[src/rtl/gpioemu_pkg.sv]
// Shared definitions for the gpioemu multiply/popcount service:
// register map, controller states and status bit positions.
package gpioemu_pkg;

    localparam int unsigned ADDR_W = 16;
    localparam int unsigned BUS_W  = 32;

    localparam logic [ADDR_W-1:0] ADDR_A1     = 16'h037F;
    localparam logic [ADDR_W-1:0] ADDR_A2     = 16'h0388;
    localparam logic [ADDR_W-1:0] ADDR_PROD_L = 16'h0390;
    localparam logic [ADDR_W-1:0] ADDR_PROD_H = 16'h0394;
    localparam logic [ADDR_W-1:0] ADDR_ONES   = 16'h0398;
    localparam logic [ADDR_W-1:0] ADDR_START  = 16'h03A0;

    localparam int unsigned STAT_VALID = 0;
    localparam int unsigned STAT_READY = 1;

    typedef enum logic [1:0] {
        IDLE  = 2'd0,
        MULT  = 2'd1,
        COUNT = 2'd2,
        DONE  = 2'd3
    } state_t;

endpackage

[src/rtl/gpioemu_shift_mul.sv]
// Iterative unsigned shift-and-add multiplier: one multiplier bit per cycle,
// bit 0 consumed on the go edge, done pulses once the last bit has been added.
module gpioemu_shift_mul #(
    parameter int unsigned W = 24
) (
    input  logic           clk,
    input  logic           reset,
    input  logic           go,
    input  logic [W-1:0]   a,
    input  logic [W-1:0]   b,
    output logic           busy,
    output logic           done,
    output logic [2*W-1:0] product
);

    localparam int unsigned PW = 2 * W;
    localparam int unsigned CW = $clog2(W);

    logic [PW-1:0] mcand_q, mcand_d;
    logic [W-1:0]  mplier_q, mplier_d;
    logic [PW-1:0] acc_q, acc_d;
    logic [CW-1:0] idx_q, idx_d;
    logic          busy_q, busy_d;
    logic          done_q, done_d;

    always_comb begin
        mcand_d  = mcand_q;
        mplier_d = mplier_q;
        acc_d    = acc_q;
        idx_d    = idx_q;
        busy_d   = busy_q;
        done_d   = 1'b0;
        if (go && !busy_q) begin
            // Operands are captured here; bit 0 is folded in on the same edge
            acc_d    = b[0] ? PW'(a) : '0;
            mcand_d  = PW'(a) << 1;
            mplier_d = b >> 1;
            idx_d    = CW'(1);
            busy_d   = 1'b1;
        end else if (busy_q) begin
            acc_d    = acc_q + (mplier_q[0] ? mcand_q : '0);
            mcand_d  = mcand_q << 1;
            mplier_d = mplier_q >> 1;
            idx_d    = idx_q + CW'(1);
            if (idx_q == CW'(W - 1)) begin
                busy_d = 1'b0;
                done_d = 1'b1;
            end
        end
    end

    always_ff @(posedge clk or posedge reset) begin
        if (reset) begin
            mcand_q  <= '0;
            mplier_q <= '0;
            acc_q    <= '0;
            idx_q    <= '0;
            busy_q   <= 1'b0;
            done_q   <= 1'b0;
        end else begin
            mcand_q  <= mcand_d;
            mplier_q <= mplier_d;
            acc_q    <= acc_d;
            idx_q    <= idx_d;
            busy_q   <= busy_d;
            done_q   <= done_d;
        end
    end

    assign busy    = busy_q;
    assign done    = done_q;
    assign product = acc_q;

endmodule

[src/rtl/gpioemu_mul_seq.sv]
// gpioemu multiply/popcount controller: bus register front end, operation
// sequencer (multiply, popcount, publish), completion counter and GPIO capture.
module gpioemu_mul_seq
    import gpioemu_pkg::*;
#(
    parameter int unsigned OP_W     = 24,
    parameter int unsigned CNT_W    = 16,
    parameter int unsigned POP_STEP = 1
) (
    input  logic              clk,
    input  logic              reset,
    input  logic [ADDR_W-1:0] saddress,
    input  logic              srd,
    input  logic              swr,
    input  logic [BUS_W-1:0]  sdata_in,
    output logic [BUS_W-1:0]  sdata_out,
    input  logic [BUS_W-1:0]  gpio_in,
    input  logic              gpio_latch,
    output logic [BUS_W-1:0]  gpio_out,
    output logic [BUS_W-1:0]  gpio_in_s_insp
);

    localparam int unsigned PROD_W = 2 * OP_W;
    localparam int unsigned POP_N  = PROD_W / POP_STEP;
    localparam int unsigned PIDX_W = $clog2(POP_N);
    localparam int unsigned ONES_W = $clog2(PROD_W + 1);

    state_t              state_q, state_d;
    logic [OP_W-1:0]     a1_q, a1_d;
    logic [OP_W-1:0]     a2_q, a2_d;
    logic [PROD_W-1:0]   product_q, product_d;
    logic [ONES_W-1:0]   ones_q, ones_d;
    logic [ONES_W-1:0]   ones_acc_q, ones_acc_d;
    logic [PIDX_W-1:0]   pidx_q, pidx_d;
    logic                ready_q, ready_d;
    logic                valid_q, valid_d;
    logic [CNT_W-1:0]    op_count_q, op_count_d;
    logic [BUS_W-1:0]    sdata_out_q, sdata_out_d;
    logic [BUS_W-1:0]    gpio_in_s_q, gpio_in_s_d;

    logic                start_acc;
    logic                mul_busy;
    logic                mul_done;
    logic [PROD_W-1:0]   mul_product;
    logic [BUS_W-1:0]    rdata;
    logic [POP_STEP-1:0] pop_slice;
    logic [ONES_W-1:0]   pop_cnt;
    logic                unused_sdata;

    assign unused_sdata = &{1'b0, sdata_in[BUS_W-1:OP_W]};
    assign start_acc    = swr && (saddress == ADDR_START) && (state_q == IDLE) && !mul_busy;

    gpioemu_shift_mul #(
        .W(OP_W)
    ) u_mul (
        .clk     (clk),
        .reset   (reset),
        .go      (start_acc),
        .a       (a1_q),
        .b       (a2_q),
        .busy    (mul_busy),
        .done    (mul_done),
        .product (mul_product)
    );

    // Read mux works on current register values, so a same-cycle write is not seen
    always_comb begin
        rdata = '0;
        case (saddress)
            ADDR_START: begin
                rdata[STAT_READY] = ready_q;
                rdata[STAT_VALID] = valid_q;
            end
            ADDR_PROD_L: rdata = product_q[31:0];
            ADDR_PROD_H: rdata = BUS_W'(product_q[PROD_W-1:32]);
            ADDR_ONES:   rdata = BUS_W'(ones_q);
            default:     rdata = '0;
        endcase
    end

    // Ones in the next POP_STEP product bits
    always_comb begin
        pop_slice = POP_STEP'(mul_product >> (32'(pidx_q) * POP_STEP));
        pop_cnt   = '0;
        for (int i = 0; i < POP_STEP; i++) begin
            pop_cnt = pop_cnt + ONES_W'(pop_slice[i]);
        end
    end

    always_comb begin
        state_d     = state_q;
        a1_d        = a1_q;
        a2_d        = a2_q;
        product_d   = product_q;
        ones_d      = ones_q;
        ones_acc_d  = ones_acc_q;
        pidx_d      = pidx_q;
        ready_d     = ready_q;
        valid_d     = valid_q;
        op_count_d  = op_count_q;
        sdata_out_d = sdata_out_q;
        gpio_in_s_d = gpio_in_s_q;

        if (srd) begin
            sdata_out_d = rdata;
        end
        if (swr && (saddress == ADDR_A1)) begin
            a1_d = sdata_in[OP_W-1:0];
        end
        if (swr && (saddress == ADDR_A2)) begin
            a2_d = sdata_in[OP_W-1:0];
        end
        if (gpio_latch) begin
            gpio_in_s_d = gpio_in;
        end

        case (state_q)
            IDLE: begin
                if (start_acc) begin
                    state_d = MULT;
                    ready_d = 1'b0;
                end
            end
            MULT: begin
                if (mul_done) begin
                    state_d    = COUNT;
                    pidx_d     = '0;
                    ones_acc_d = '0;
                end
            end
            COUNT: begin
                ones_acc_d = ones_acc_q + pop_cnt;
                pidx_d     = pidx_q + PIDX_W'(1);
                if (pidx_q == PIDX_W'(POP_N - 1)) begin
                    state_d = DONE;
                end
            end
            DONE: begin
                product_d  = mul_product;
                ones_d     = ones_acc_q;
                valid_d    = (mul_product[PROD_W-1:32] == '0);
                op_count_d = op_count_q + CNT_W'(1);
                ready_d    = 1'b1;
                state_d    = IDLE;
            end
            default: state_d = IDLE;
        endcase
    end

    always_ff @(posedge clk or posedge reset) begin
        if (reset) begin
            state_q     <= IDLE;
            a1_q        <= '0;
            a2_q        <= '0;
            product_q   <= '0;
            ones_q      <= '0;
            ones_acc_q  <= '0;
            pidx_q      <= '0;
            ready_q     <= 1'b1;
            valid_q     <= 1'b1;
            op_count_q  <= '0;
            sdata_out_q <= '0;
            gpio_in_s_q <= '0;
        end else begin
            state_q     <= state_d;
            a1_q        <= a1_d;
            a2_q        <= a2_d;
            product_q   <= product_d;
            ones_q      <= ones_d;
            ones_acc_q  <= ones_acc_d;
            pidx_q      <= pidx_d;
            ready_q     <= ready_d;
            valid_q     <= valid_d;
            op_count_q  <= op_count_d;
            sdata_out_q <= sdata_out_d;
            gpio_in_s_q <= gpio_in_s_d;
        end
    end

    assign sdata_out      = sdata_out_q;
    assign gpio_out       = BUS_W'(op_count_q);
    assign gpio_in_s_insp = gpio_in_s_q;

endmodule

[config.mk]
export PLATFORM = sky130hd
export DESIGN_NAME = gpioemu_mul_seq
export DESIGN_NICKNAME = d
export VERILOG_FILES = /design/src/rtl/gpioemu_pkg.sv /design/src/rtl/gpioemu_shift_mul.sv /design/src/rtl/gpioemu_mul_seq.sv
export SDC_FILE = /design/constraint.sdc
export NUM_CORES = 1
export LEC_CHECK = 0
export ABC_AREA = 1
export CAP_MARGIN = 20
export CORE_MARGIN = 5
export CORE_UTILIZATION = 45
export CTS_BUF_LIST = sky130_fd_sc_hd__clkbuf_16
export DETAILED_ROUTE_END_ITERATION = 16
export GPL_ROUTABILITY_DRIVEN = 1
export PLACE_DENSITY = 0.75
export SYNTH_ARGS = -nofsm -noshare
export SYNTH_HDL_FRONTEND = slang
export SYNTH_SLANG_ARGS = --single-unit
[constraint.sdc]
create_clock -name clk -period 16.2 [get_ports clk]
set_clock_uncertainty 0.05 [all_clocks]
set_input_delay 4.05 -clock clk [delete_from_list [all_inputs] [get_ports clk]]
set_output_delay 4.05 -clock clk [all_outputs]
set_load 0.1 [all_outputs]
After elaboration in Yosys (flattened, before gate mapping)
Index checks and enable logic that the tools add are counted.
{"block": "word_totals", "regBits": 325, "output_inout_bits": 96, "in_bits": 85}
{"block": "op_classes", "shifts": 1, "n_reduce_logical": 15, "n_addsub": 5, "muxes": 27, "n_eq_ne": 14}
{"operator": "48-bit two-way mux", "count": 5}
{"operator": "16-bit by 10-bit == test with 1-bit output, second input constant", "count": 6}
{"operator": "30-bit case mux with 3 select lines", "count": 1}
{"operator": "24-bit two-way mux", "count": 3}
{"operator": "48-bit adder", "count": 1}
{"operator": "48-bit by 6-bit >> shifter with 1-bit output", "count": 1}
{"operator": "6-bit case mux with 2 select lines", "count": 2}
{"operator": "16-bit by 1-bit adder with 16-bit output, second input constant", "count": 1}
{"operator": "16-bit logical NOT", "count": 1}
{"operator": "2-bit case mux with 4 select lines", "count": 2}
{"operator": "5-bit two-way mux", "count": 2}
{"operator": "1-bit two-way mux", "count": 7}
{"operator": "6-bit by 1-bit adder with 6-bit output", "count": 1}
{"operator": "6-bit by 1-bit adder with 6-bit output, second input constant", "count": 1}
{"operator": "6-bit == test, second input constant", "count": 1}
{"operator": "1-bit logical AND", "count": 6}
{"operator": "2-bit two-way mux", "count": 3}
{"operator": "6-bit two-way mux", "count": 1}
{"operator": "2-bit nonzero test", "count": 3}
{"operator": "5-bit by 1-bit adder with 5-bit output, second input constant", "count": 1}
{"operator": "5-bit == test, second input constant", "count": 1}
{"operator": "2-bit == test, second input constant", "count": 2}
{"operator": "2-bit by 1-bit != test with 1-bit output, second input constant", "count": 2}
{"operator": "2-bit AND reduction", "count": 2}
{"operator": "other kinds (6)", "count": 6}

Depth between registers and ports, before layout
Gate-level depths: netlist (run 1).
{"block": "depth", "word_depth": 6, "depth_mapped": 18}

Hierarchy
From an unflattened synthesis (run 1), not the netlist that was laid out.
{"block": "unflattened", "hier_cells": 2461, "hier_area_um2": 18388.9}
{"mod": "gpioemu_shift_mul", "instances": 1, "area_each_um2": 9515.4, "cells_per_inst": 1485, "seq_area_each_um2": 3128.0}
{"mod": "gpioemu_mul_seq", "instances": 1, "area_each_um2": 8873.5, "cells_per_inst": 976, "seq_area_each_um2": 4957.3}

Least setup slack after synthesis (run 1)
Ideal clock, no wire load.
{"block": "synth_timing", "path_type": "input to register", "from": "in saddress[11]", "to": "reg u_mul.acc_q[26] (netlist: u_mul.product[26])", "stages": 10, "path_slack_ns": 10.932, "arrival_ns": 5.095, "t_required_ns": 16.027, "path_cell_list": "nor2_1 -> nand3_1 -> nor2_4 -> nand4_4 -> nand2_4 -> inv_2 -> buf_2 -> buf_6 -> nand2_1 -> nand2_1"}
{"block": "synth_via", "elab_chain_cells": 6, "word_cells_on_any_way": 7, "cone_classes": "eq/ne (1); mux (1); reduce/logical (5)"}
{"element": "start: declaration", "line_no": "gpioemu_mul_seq.sv:12", "rtl": "input logic [ADDR_W-1:0] saddress,"}
{"element": "16-bit by 10-bit == test with 1-bit output *", "line_no": "gpioemu_mul_seq.sv:51", "rtl": "assign start_acc = swr && (saddress == ADDR_START) && (state_q == IDLE) && !mul_busy;"}
{"element": "1-bit logical AND * (3 in a row)", "line_no": "gpioemu_mul_seq.sv:51"}
{"element": "1-bit logical AND *", "line_no": "gpioemu_shift_mul.sv:33", "rtl": "if (go && !busy_q) begin"}
{"element": "48-bit two-way mux or 2-bit nonzero test (tied branches)"}
{"element": "end signal: assignment", "line_no": "gpioemu_shift_mul.sv:56", "rtl": "acc_q <= '0;"}
{"element": "end signal: assignment", "line_no": "gpioemu_shift_mul.sv:63", "rtl": "acc_q <= acc_d;"}
{"element": "end: declaration", "line_no": "gpioemu_shift_mul.sv:21", "rtl": "logic [PW-1:0] acc_q, acc_d;"}
Mark *: on every way between the ends. The rest lies on a longest branch, timed or not.
A chain may end at the register's enable or synchronous reset.

Worst setup path in the final report (run 1)
{"block": "layout_timing", "from": "in saddress[1]", "to": "reg u_mul.mplier_q[4]"}
{"block": "layout_via", "elab_chain_cells": 6, "word_cells_on_any_way": 7, "cone_classes": "eq/ne (1); mux (1); reduce/logical (5)"}
{"element": "16-bit by 10-bit == test with 1-bit output *", "line_no": "gpioemu_mul_seq.sv:51"}
{"element": "1-bit logical AND * (3 in a row)", "line_no": "gpioemu_mul_seq.sv:51"}
{"element": "1-bit logical AND *", "line_no": "gpioemu_shift_mul.sv:33"}
{"element": "24-bit two-way mux or 2-bit nonzero test (tied branches)"}
{"element": "end signal: assignment", "line_no": "gpioemu_shift_mul.sv:62", "rtl": "mplier_q <= mplier_d;"}
{"element": "end: declaration", "line_no": "gpioemu_shift_mul.sv:20", "rtl": "logic [W-1:0] mplier_q, mplier_d;"}
Marks and branches as above.

==> metrics, run 1 <==
Int Power=1.295 mW; Crit path required time=16.53 ns; Final nets=2670; fillers=3735; share of cells above drive strength 1=4.387%; placed cell areas=0.01985 mm²; Max-Cap Viols=0; commonest non-fill, non-tap cell in the layout=nand2_1; yosys warns=0; first-pass GRT wire length=79860 µm; maximum vdd drop=0.08014 mV; CP startpoint kind=input pin; Worst-Margin Slew=1.025 ns; min cycle time layout=6.385 ns; Post-Syn Area=0.01799 mm²; Worst R2R Path Depth=15; leakage power=11.09 nW; outcome=finished, final reports clean; Hold Fails Final Rpt=0; Iter 0 DRT Violations=1098; # setup viols final=0; Setup Buffers After CTS=0; WL/cell=15.85 µm; Final Cycle Share=39.41%; diode count=0; Top-Level Pins=181; gp weighted congestion=0.9875; # DRC=0; core area=0.03964 mm²; drt via density=5.120; # rows=73; Detail Placement HPWL=35970 µm; synth unique cells=47; Starting Density=45.37%; hold_ws=0.4124 ns; #FFs+latches synth=323; logic gate share of total power=8.5%; crit path kind=in -> reg; CTS root buffer=clkbuf_16; crit-path max FO=71; CTS Hold Buffers Added=0; Avg Inst Size Synth=7.472 µm²; largest net degree at the start of global routing=155; Area growth syn-to-layout=16.96%; pwr dens=82.65 mW/mm²; vias in the first global route=15372; Clk pin slew, worst setup/hold paths=0.06 ns; Net Sw Frac=25.54%; Chip Width=209.9 µm; die area=0.04407 mm²; Sequential Power Share=47.1%; Sw Pwr=444.1 µW; CTS tree=yes; initial antenna violation count=0; cts repair resizes=0; drt total wl=48770 µm; Worst Hold Class=reg -> reg; RSZ-0062 raised after global routing=no; critical path arrival=6.72 ns; Crit. End Element=flop; H-tree levels=2; GRT Util Overall=22.06%; setup TNS=0 ns; Clock Latency Late Sink=0.54 ns; Initial DRT Pass Iterations=7; commonest cells after routing, fill and taps aside=nand2_1, inv_1, dfrtp_1; final instance area=0.02104 mm²; Clock Sinks=323; part of the power in the clock network=44.4%; clock buffer depth=3; Port Buf Inserts=156; f_max=156.6 MHz; cell count after synthesis=2407; Final Max Tran Viols=0; slew margin rel.=31.43%; hold depth=1; Vias=15758; GRT overflow=0; Num CTS Buffers=36; Die Ht=209.9 µm; sequential area share after synthesis=44.95%; Detail Route Antenna Nets=0
[registers in the layout, summed over array words and instances, names as in the netlist, 5 cells and up]
register and count:
sdata_out 32, gpio_in_s_insp 32, a1_q 24, product_q 48, u_mul.product 48, pidx_q 6, ones_acc_q 6, ones_q 6
u_mul.mcand_q 47, op_count_q 16, a2_q 24, u_mul.mplier_q 23, u_mul.idx_q 5
[worst max-delay path, cell delays in order]
cell and delay [ns]:
clkdlybuf4s50_1 0.42, nor2_1 0.16, nand2_1 0.13, nor2_4 0.15
nand4_4 0.17, nand2_4 0.64, inv_2 0.21, buf_4 0.40
a22oi_1 0.22, o21ai_1 0.09
[cells in the mapped netlist (all sizes together)]
cell type    n  area [µm²]
fa           1       20.02
a31oi        4       25.02
dfrtp      321        8033
nand3      119       595.6
nor3b        3       22.52
o21a         3       22.52
o211ai      12       90.09
nor2       143       578.1
a22o         1       8.760
buf         60       352.8
o21bai       4       30.03
o31ai       17       127.6
o221ai      40       350.3
xnor2        3       26.28
inv        435        1633
nand4       13       96.34
nand2      763        2874
clkinv       3       11.26
nor4         6       37.54
and3         2       12.51
a21oi       67       335.3
nand3b       2       15.01
mux2        32       360.4
xor2        17       148.9
o21ai      169       845.8
ha          55       688.2
conb         1       3.750
clkbuf      42       157.7
nor3        12       65.06
a21o         2       15.01
and3b        1       8.760
o22ai       37       231.5
or2          1       6.260
dfstp        2       52.55
a22oi       14       105.1
[cell families (layout without fill, tap and decap cells)]
logic type / count (synthesis) / count (layout) / synth area share, %
simple gates: 1065 / 1065 / 23.97
buf+inv: 540 / 671 / 11.98
compound gates: 370 / 370 / 12.16
flops: 323 / 323 / 44.95
fa+ha+maj: 56 / 56 / 3.937
mux: 32 / 32 / 2.004
xor+xnor: 20 / 20 / 0.9739
other cells: 1 / 16 / 0.02085
[final timing paths]
check	start	endpoint	slack, ns
min in group asynchronous	reset	gpio_in_s_insp[31]	3.85
max	saddress[1]	u_mul.mplier_q[4]	9.81
min	ones_acc_q[4]	ones_acc_q[4]	0.41
max reg2reg	pidx_q[0]	ones_acc_q[5]	12.59
max in group asynchronous	reset	u_mul.product[26]	10.75
min reg2reg	ones_acc_q[4]	ones_acc_q[4]	0.41
[through the flow]
| stage | std cells | util [%] | worst slack [ns] | power (mW) |
|---|---|---|---|---|
| CTS | 3075 | 52.86 | 9.830 | 1.754 |
| global route | 3078 | 53.07 | 9.634 | 1.795 |
| detailed placement | 3013 | 50.08 | 9.285 | 0.9811 |
| global placement | 3013 | 50.08 | 9.333 | 0.9790 |
| finish | 3078 | 53.07 | 9.815 | 1.739 |
| floorplan | 2422 | - | 3.162 | 0.9387 |
[layer usage]
metal / global-route usage (%) / up-vias / share of wire (%) / wire, µm
met1: 31.03 / 7366 / 46 / 22200
li1: - / 7819 / - / -
met3: 3.572 / 77 / 6.7 / 3273
met5: 0 / - / 0 / 0
met2: 36.02 / 496 / 45 / 22170
met4: 5.468 / 0 / 2.3 / 1121
[cell type report]
cell class | instances | area (µm²) | area share, %
sequential | 323 | 8085 | 38.43
multi-input combinational | 1559 | 7805 | 37.10
timing repair buffer | 171 | 1734 | 8.244
inverter | 438 | 1652 | 7.851
clock buffer | 36 | 900.9 | 4.282
tap | 525 | 656.9 | 3.123
clock inverter | 26 | 202.7 | 0.9635
[power groups by stage]
stage               Combinational (mW)  Sequential [mW]  Clock (mW)
floorplan                       0.0456            0.893           0
global placement                 0.146            0.833           0
detailed placement               0.147            0.834           0
CTS                              0.148            0.819       0.787
global route                     0.156            0.820       0.819
finish                           0.148            0.819       0.771
(Power assumes the default switching activity.)
==> run 2: changes to the inputs <==
--- a/config.mk
+++ b/config.mk
@@ -12,7 +12,7 @@
 export CTS_BUF_LIST = sky130_fd_sc_hd__clkbuf_16
 export DETAILED_ROUTE_END_ITERATION = 16
 export GPL_ROUTABILITY_DRIVEN = 1
-export PLACE_DENSITY = 0.75
+export PLACE_DENSITY = 0.78
 export SYNTH_ARGS = -nofsm -noshare
 export SYNTH_HDL_FRONTEND = slang
 export SYNTH_SLANG_ARGS = --single-unit
==> constraint.sdc (replaced) <==
create_clock -name clk -period 5.2 [get_ports clk]
set_clock_uncertainty 0.05 [all_clocks]
set_input_delay 1.3 -clock clk [delete_from_list [all_inputs] [get_ports clk]]
set_output_delay 1.3 -clock clk [all_outputs]
set_load 0.1 [all_outputs]
==> run 2 against run 1 <==
Against the previous run: non-clock buffer count up 2; power rose to 3.1 times the previous value; core utilization about the same; clock power rose to 3.1 times the previous value; first-iteration DRC count up 37%; cell count about the same; critical path depth up 5; critical path type is now reg -> reg; setup slack worse by 8.3 ns; global-route usage up 0.63 points; combinational power rose to 3.1 times the previous value; sequential share of layout area about the same; largest power group unchanged.
==> metrics, run 2 (same netlist as run 1, synthesis figures left out) <==
GR peak layer=met2; Detail Placement HPWL=37190 µm; Sequential Power Share=47.3%; Sw Pwr=1.392 mW; Crit path required time=5.58 ns; CTS Hold Buffers Added=0; initial antenna violation count=0; Critical Path Source=pidx_q[0]; RSZ-0062 raised after global routing=no; first-pass GRT wire length=81890 µm; critical path arrival=4.09 ns; Crit. End Element=flop; CTS tree=yes; Hold Fails Final Rpt=0; pwr dens=256.7 mW/mm²; share of cells above drive strength 1=4.538%; Initial DRT Pass Iterations=6; setup TNS=0 ns; Num CTS Buffers=36; # setup viols final=0; Iter 0 DRT Violations=1508; gp weighted congestion=0.9974; vias in the first global route=15572; # DRC=0; Vias=16079; Clock Sinks=323; largest net degree at the start of global routing=94; Final Cycle Share=71.48%; Int Power=4.005 mW; crit-path max FO=27; CP startpoint kind=flop; maximum vdd drop=0.2464 mV; Detail Route Antenna Nets=0; commonest non-fill, non-tap cell in the layout=nand2_1; CTS root buffer=clkbuf_16; Area growth syn-to-layout=16.88%; GRT overflow=0; Top-Level Pins=181; Reg-to-Reg Start=pidx_q[0]; core area=0.03964 mm²; Final Max Tran Viols=0; min cycle time layout=3.717 ns; f_max=269.0 MHz; leakage power=11.11 nW; Clock Latency Late Sink=0.56 ns; GR Layer Usage met1=31.85%; Starting Density=45.37%; part of the power in the clock network=44.2%; WL/cell=16.26 µm; diode count=0; met2 usage=36.58%; Setup Buffers After CTS=0; cts repair resizes=0; Final nets=2672; slew margin rel.=31.25%; GRT met3 Usage=3.363%; Port Buf Inserts=156; hold_ws=0.4108 ns; # rows=73; H-tree levels=2; Net Sw Frac=25.79%; GRT Util Overall=22.69%; Max-Cap Viols=0; worst min-delay path startpoint=ones_acc_q[4]; Layout Utilization=53.03%; die area=0.04407 mm²; outcome=finished, final reports clean; commonest cells after routing, fill and taps aside=nand2_1, inv_1, dfrtp_1; clock buffer depth=3; drt via density=5.219; Worst Hold Class=reg -> reg; Clk pin slew, worst setup/hold paths=0.06 ns; Worst-Margin Slew=1.028 ns; Chip Width=209.9 µm; crit path kind=reg -> reg; Die Ht=209.9 µm; drt total wl=50100 µm; logic gate share of total power=8.6%
run 2: cell count changes in the layout (fill, tap and decap cells not counted), sizes merged:
| cell | change |
|---|---|
| clkinv | -3 |
| inv | +4 |
| bufinv | -1 |
| clkbuf | +1 |
| buf | +2 |
run 2: path summary, 6_finish.rpt:
path	end	slack, ns	cells after the start
hold reg to reg	ones_acc_q[4]	0.41	1
setup / recovery	ones_acc_q[5]	1.48	15
min in group asynchronous	u_mul.product[3]	1.28	2
max in group asynchronous	sdata_out[8]	2.77	3
setup reg to reg	ones_acc_q[5]	1.48	15
hold / removal	ones_acc_q[4]	0.41	1
run 2: cell type report:
cell class,instances,area (µm²)
Fill cell,3724,18620
Sequential cell,323,8085
Multi-Input combinational cell,1559,7805
Timing Repair Buffer,173,1747
Inverter,438,1648
Clock buffer,37,925.9
Tap cell,525,656.9
Clock inverter,26,153.9
run 2: through the flow:
step | setup slack, ns | cell area [µm²] | std cells | power [mW]
floorplan | -0.4571 | 18050 | 2422 | 2.925
global placement | 1.514 | 19890 | 3016 | 3.055
detailed placement | 1.479 | 19940 | 3018 | 3.064
CTS | 1.622 | 21020 | 3081 | 5.462
global route | 1.224 | 21020 | 3081 | 5.577
finish | 1.483 | 21020 | 3081 | 5.397
run 2: metal layers:
metal	part of all wire (%)	wire, µm
met5	0	0
met4	2.8	1399
met3	7.0	3520
met2	46	23000
met1	44	22180
run 2: power groups by stage:
stage                     Clock, mW  Combinational (mW)  Sequential (mW)
final                          2.38               0.462             2.55
after global routing           2.54               0.485             2.55
after CTS                      2.44               0.468             2.55
after detailed placement          0               0.467             2.60
after global placement            0               0.460             2.59
after floorplan                   0               0.142             2.78
run 2: worst max-delay path: stages (launching register included):
cell and delay, ns:
dfrtp_1 0.88, clkinv_1 0.82, a21oi_1 0.31, o21ai_0 0.11, o211ai_1 0.12, nand3_1 0.12, nand3_1 0.09, nand3_1 0.08
nand2_1 0.10, ha_1 0.17, nand2_1 0.06, nor2_1 0.14, nand3_1 0.14, nor2_1 0.19, xnor2_1 0.14, nor2_1 0.06
==> run 3: changes to the inputs <==
--- a/config.mk
+++ b/config.mk
@@ -12,7 +12,7 @@
 export CTS_BUF_LIST = sky130_fd_sc_hd__clkbuf_16
 export DETAILED_ROUTE_END_ITERATION = 16
 export GPL_ROUTABILITY_DRIVEN = 1
-export PLACE_DENSITY = 0.78
+export PLACE_DENSITY = 0.75
 export SYNTH_ARGS = -nofsm -noshare
 export SYNTH_HDL_FRONTEND = slang
 export SYNTH_SLANG_ARGS = --single-unit
==> constraint.sdc (replaced) <==
create_clock -name clk -period 3.53 [get_ports clk]
set_clock_uncertainty 0.05 [all_clocks]
set_input_delay 0.8825 -clock clk [delete_from_list [all_inputs] [get_ports clk]]
set_output_delay 0.8825 -clock clk [all_outputs]
set_load 0.1 [all_outputs]
==> run 3 against run 2 <==
Against the previous run: fmax rose by 18%; power rose by 49%; largest power group unchanged; sequential power rose by 47%; die area did not move; worst hold slack barely moved; critical endpoint unchanged; design area fell by 0.52%.
==> metrics, run 3 (same netlist as run 1, synthesis figures left out) <==
Worst-Margin Slew=0.9001 ns; initial antenna violation count=0; Clk pin slew, worst setup/hold paths=0.06 ns; Worst Hold Class=reg -> reg; logic gate share of total power=8.2%; Layout Utilization=52.75%; Sequential Power Share=46.8%; CP startpoint kind=flop; pwr dens=384.2 mW/mm²; maximum vdd drop=0.3671 mV; Metal-1 WL=21900 µm; slew margin rel.=39.99%; core area=0.03964 mm²; Area growth syn-to-layout=16.26%; Hold Fails Final Rpt=0; GRT overflow=0; vias in the first global route=15449; Detail Placement HPWL=36440 µm; Final Max Tran Viols=0; commonest non-fill, non-tap cell in the layout=nand2_1; Worst R2R Path Depth=16; Crit. End Element=flop; crit-path max FO=27; # setup viols final=0; WL met2=21970 µm; critical path arrival=3.51 ns; routed wl met3=3608 µm; min cycle time layout=3.154 ns; share of cells above drive strength 1=7.966%; CTS root buffer=clkbuf_16; Starting Density=45.37%; Net Sw Frac=25.71%; Crit path required time=3.89 ns; Max-Cap Viols=0; top routing layer in use=met4; largest net degree at the start of global routing=127; part of the power in the clock network=44.9%; Worst path depth=16; Initial DRT Pass Iterations=6; commonest cells after routing, fill and taps aside=nand2_1, inv_1, dfrtp_1; CP max stage delay=0.58 ns; clock buffer depth=3; CP max-delay cell=clkinv_1; gp weighted congestion=0.9741; Port Buf Inserts=156; Clock Sinks=323; hold_ws=0.4103 ns; fillers=3798; crit path cell chain=buf_4 -> clkinv_1 -> a21oi_1 -> o21ai_0 -> o211ai_1 -> nand3_1 -> nand2_1 -> nand3_1 -> nand2_1 -> ha_1 -> nand2_1 -> nor2_1 -> nand3_1 -> nor2_1 -> xnor2_1 -> nor2_1; Top delay family on crit path=simple AND/OR/NAND/NOR gates; CTS tree=yes; Num CTS Buffers=37; RSZ-0062 raised after global routing=no; Iter 0 DRT Violations=1375; drt via density=5.156; Top-Level Pins=181; Final nets=2677; Final Cycle Share=89.35%; Die Ht=209.9 µm; GRT Util Overall=22.05%; Setup Buffers After CTS=0; hold depth=1; cts repair resizes=0; # DRC=0; Chip Width=209.9 µm; # rows=73; Sw Pwr=2.065 mW; outcome=finished, final reports clean; CTS Hold Buffers Added=0; leakage power=11.25 nW; CP Buf/Inv Count=2; f_max=317.1 MHz; first-pass GRT wire length=79670 µm; drt total wl=48760 µm; H-tree levels=2; Clock Latency Late Sink=0.55 ns; Vias=15918; Detail Route Antenna Nets=0; crit path kind=reg -> reg; Int Power=5.968 mW; WL/cell=15.79 µm; die area=0.04407 mm²
[run 3: cell types whose count changed in the layout (fill, tap and decap cells not counted)]
cell / change
buf_12: +3
inv_1: -9
buf_16: -1
clkinv_1: +6
diode_2: +1
buf_4: +82
clkinv_2: +1
clkinv_4: +2
clkinvlp_4: +1
clkdlybuf4s50_1: -80
bufinv_16: +1
inv_6: -1
[run 3: final cells by class]
cell class              instances  area [µm²]  share of cell area (%)
diodes                          1       2.502                 0.01197
clock buffers                  37       925.9                   4.428
clock inverters                27       193.9                  0.9274
inverters                     438        1648                   7.880
multi-input cells            1559        7805                   37.32
flip-flops and latches        323        8085                   38.66
well taps                     525       656.9                   3.141
repair buffers                177        1594                   7.623
[run 3: metal layers]
| metal | vias up | global-route usage, % |
|---|---|---|
| met4 | 0 | 7.133 |
| met2 | 502 | 35.09 |
| li1 | 7822 | - |
| met3 | 97 | 4.066 |
| met5 | - | 0 |
| met1 | 7497 | 30.75 |
[run 3: final timing paths]
path                                     from                end  slack [ns]
worst min-delay path            ones_acc_q[4]      ones_acc_q[4]        0.41
worst min register to register  ones_acc_q[4]      ones_acc_q[4]        0.41
worst max-delay path                pidx_q[0]      ones_acc_q[5]        0.38
worst max register to register      pidx_q[0]      ones_acc_q[5]        0.38
min in group asynchronous               reset         u_mul.busy        0.72
max in group asynchronous               reset  gpio_in_s_insp[9]        1.82
[run 3: power groups by stage]
stage	Clock [mW]	Combinational, mW	Sequential [mW]
after floorplan	0	0.210	4.10
after global placement	0	0.664	3.82
after detailed placement	0	0.670	3.83
after CTS	3.68	0.670	3.76
after global routing	3.83	0.697	3.76
final	3.61	0.662	3.76
[run 3: through the flow]
stage	cells	setup WS, ns	power, mW	TNS [ns]	cell area, µm²
2_1_floorplan	2422	-1.710	4.309	-549.88	18050
3_3_place_gp	3021	0.4299	4.488	0	19770
3_5_place_dp	3022	0.5318	4.498	0	19790
4_1_cts	3086	0.4801	8.114	0	20910
5_1_grt	3086	0.1262	8.292	0	20910
6_report	3087	0.3761	8.033	0	20910
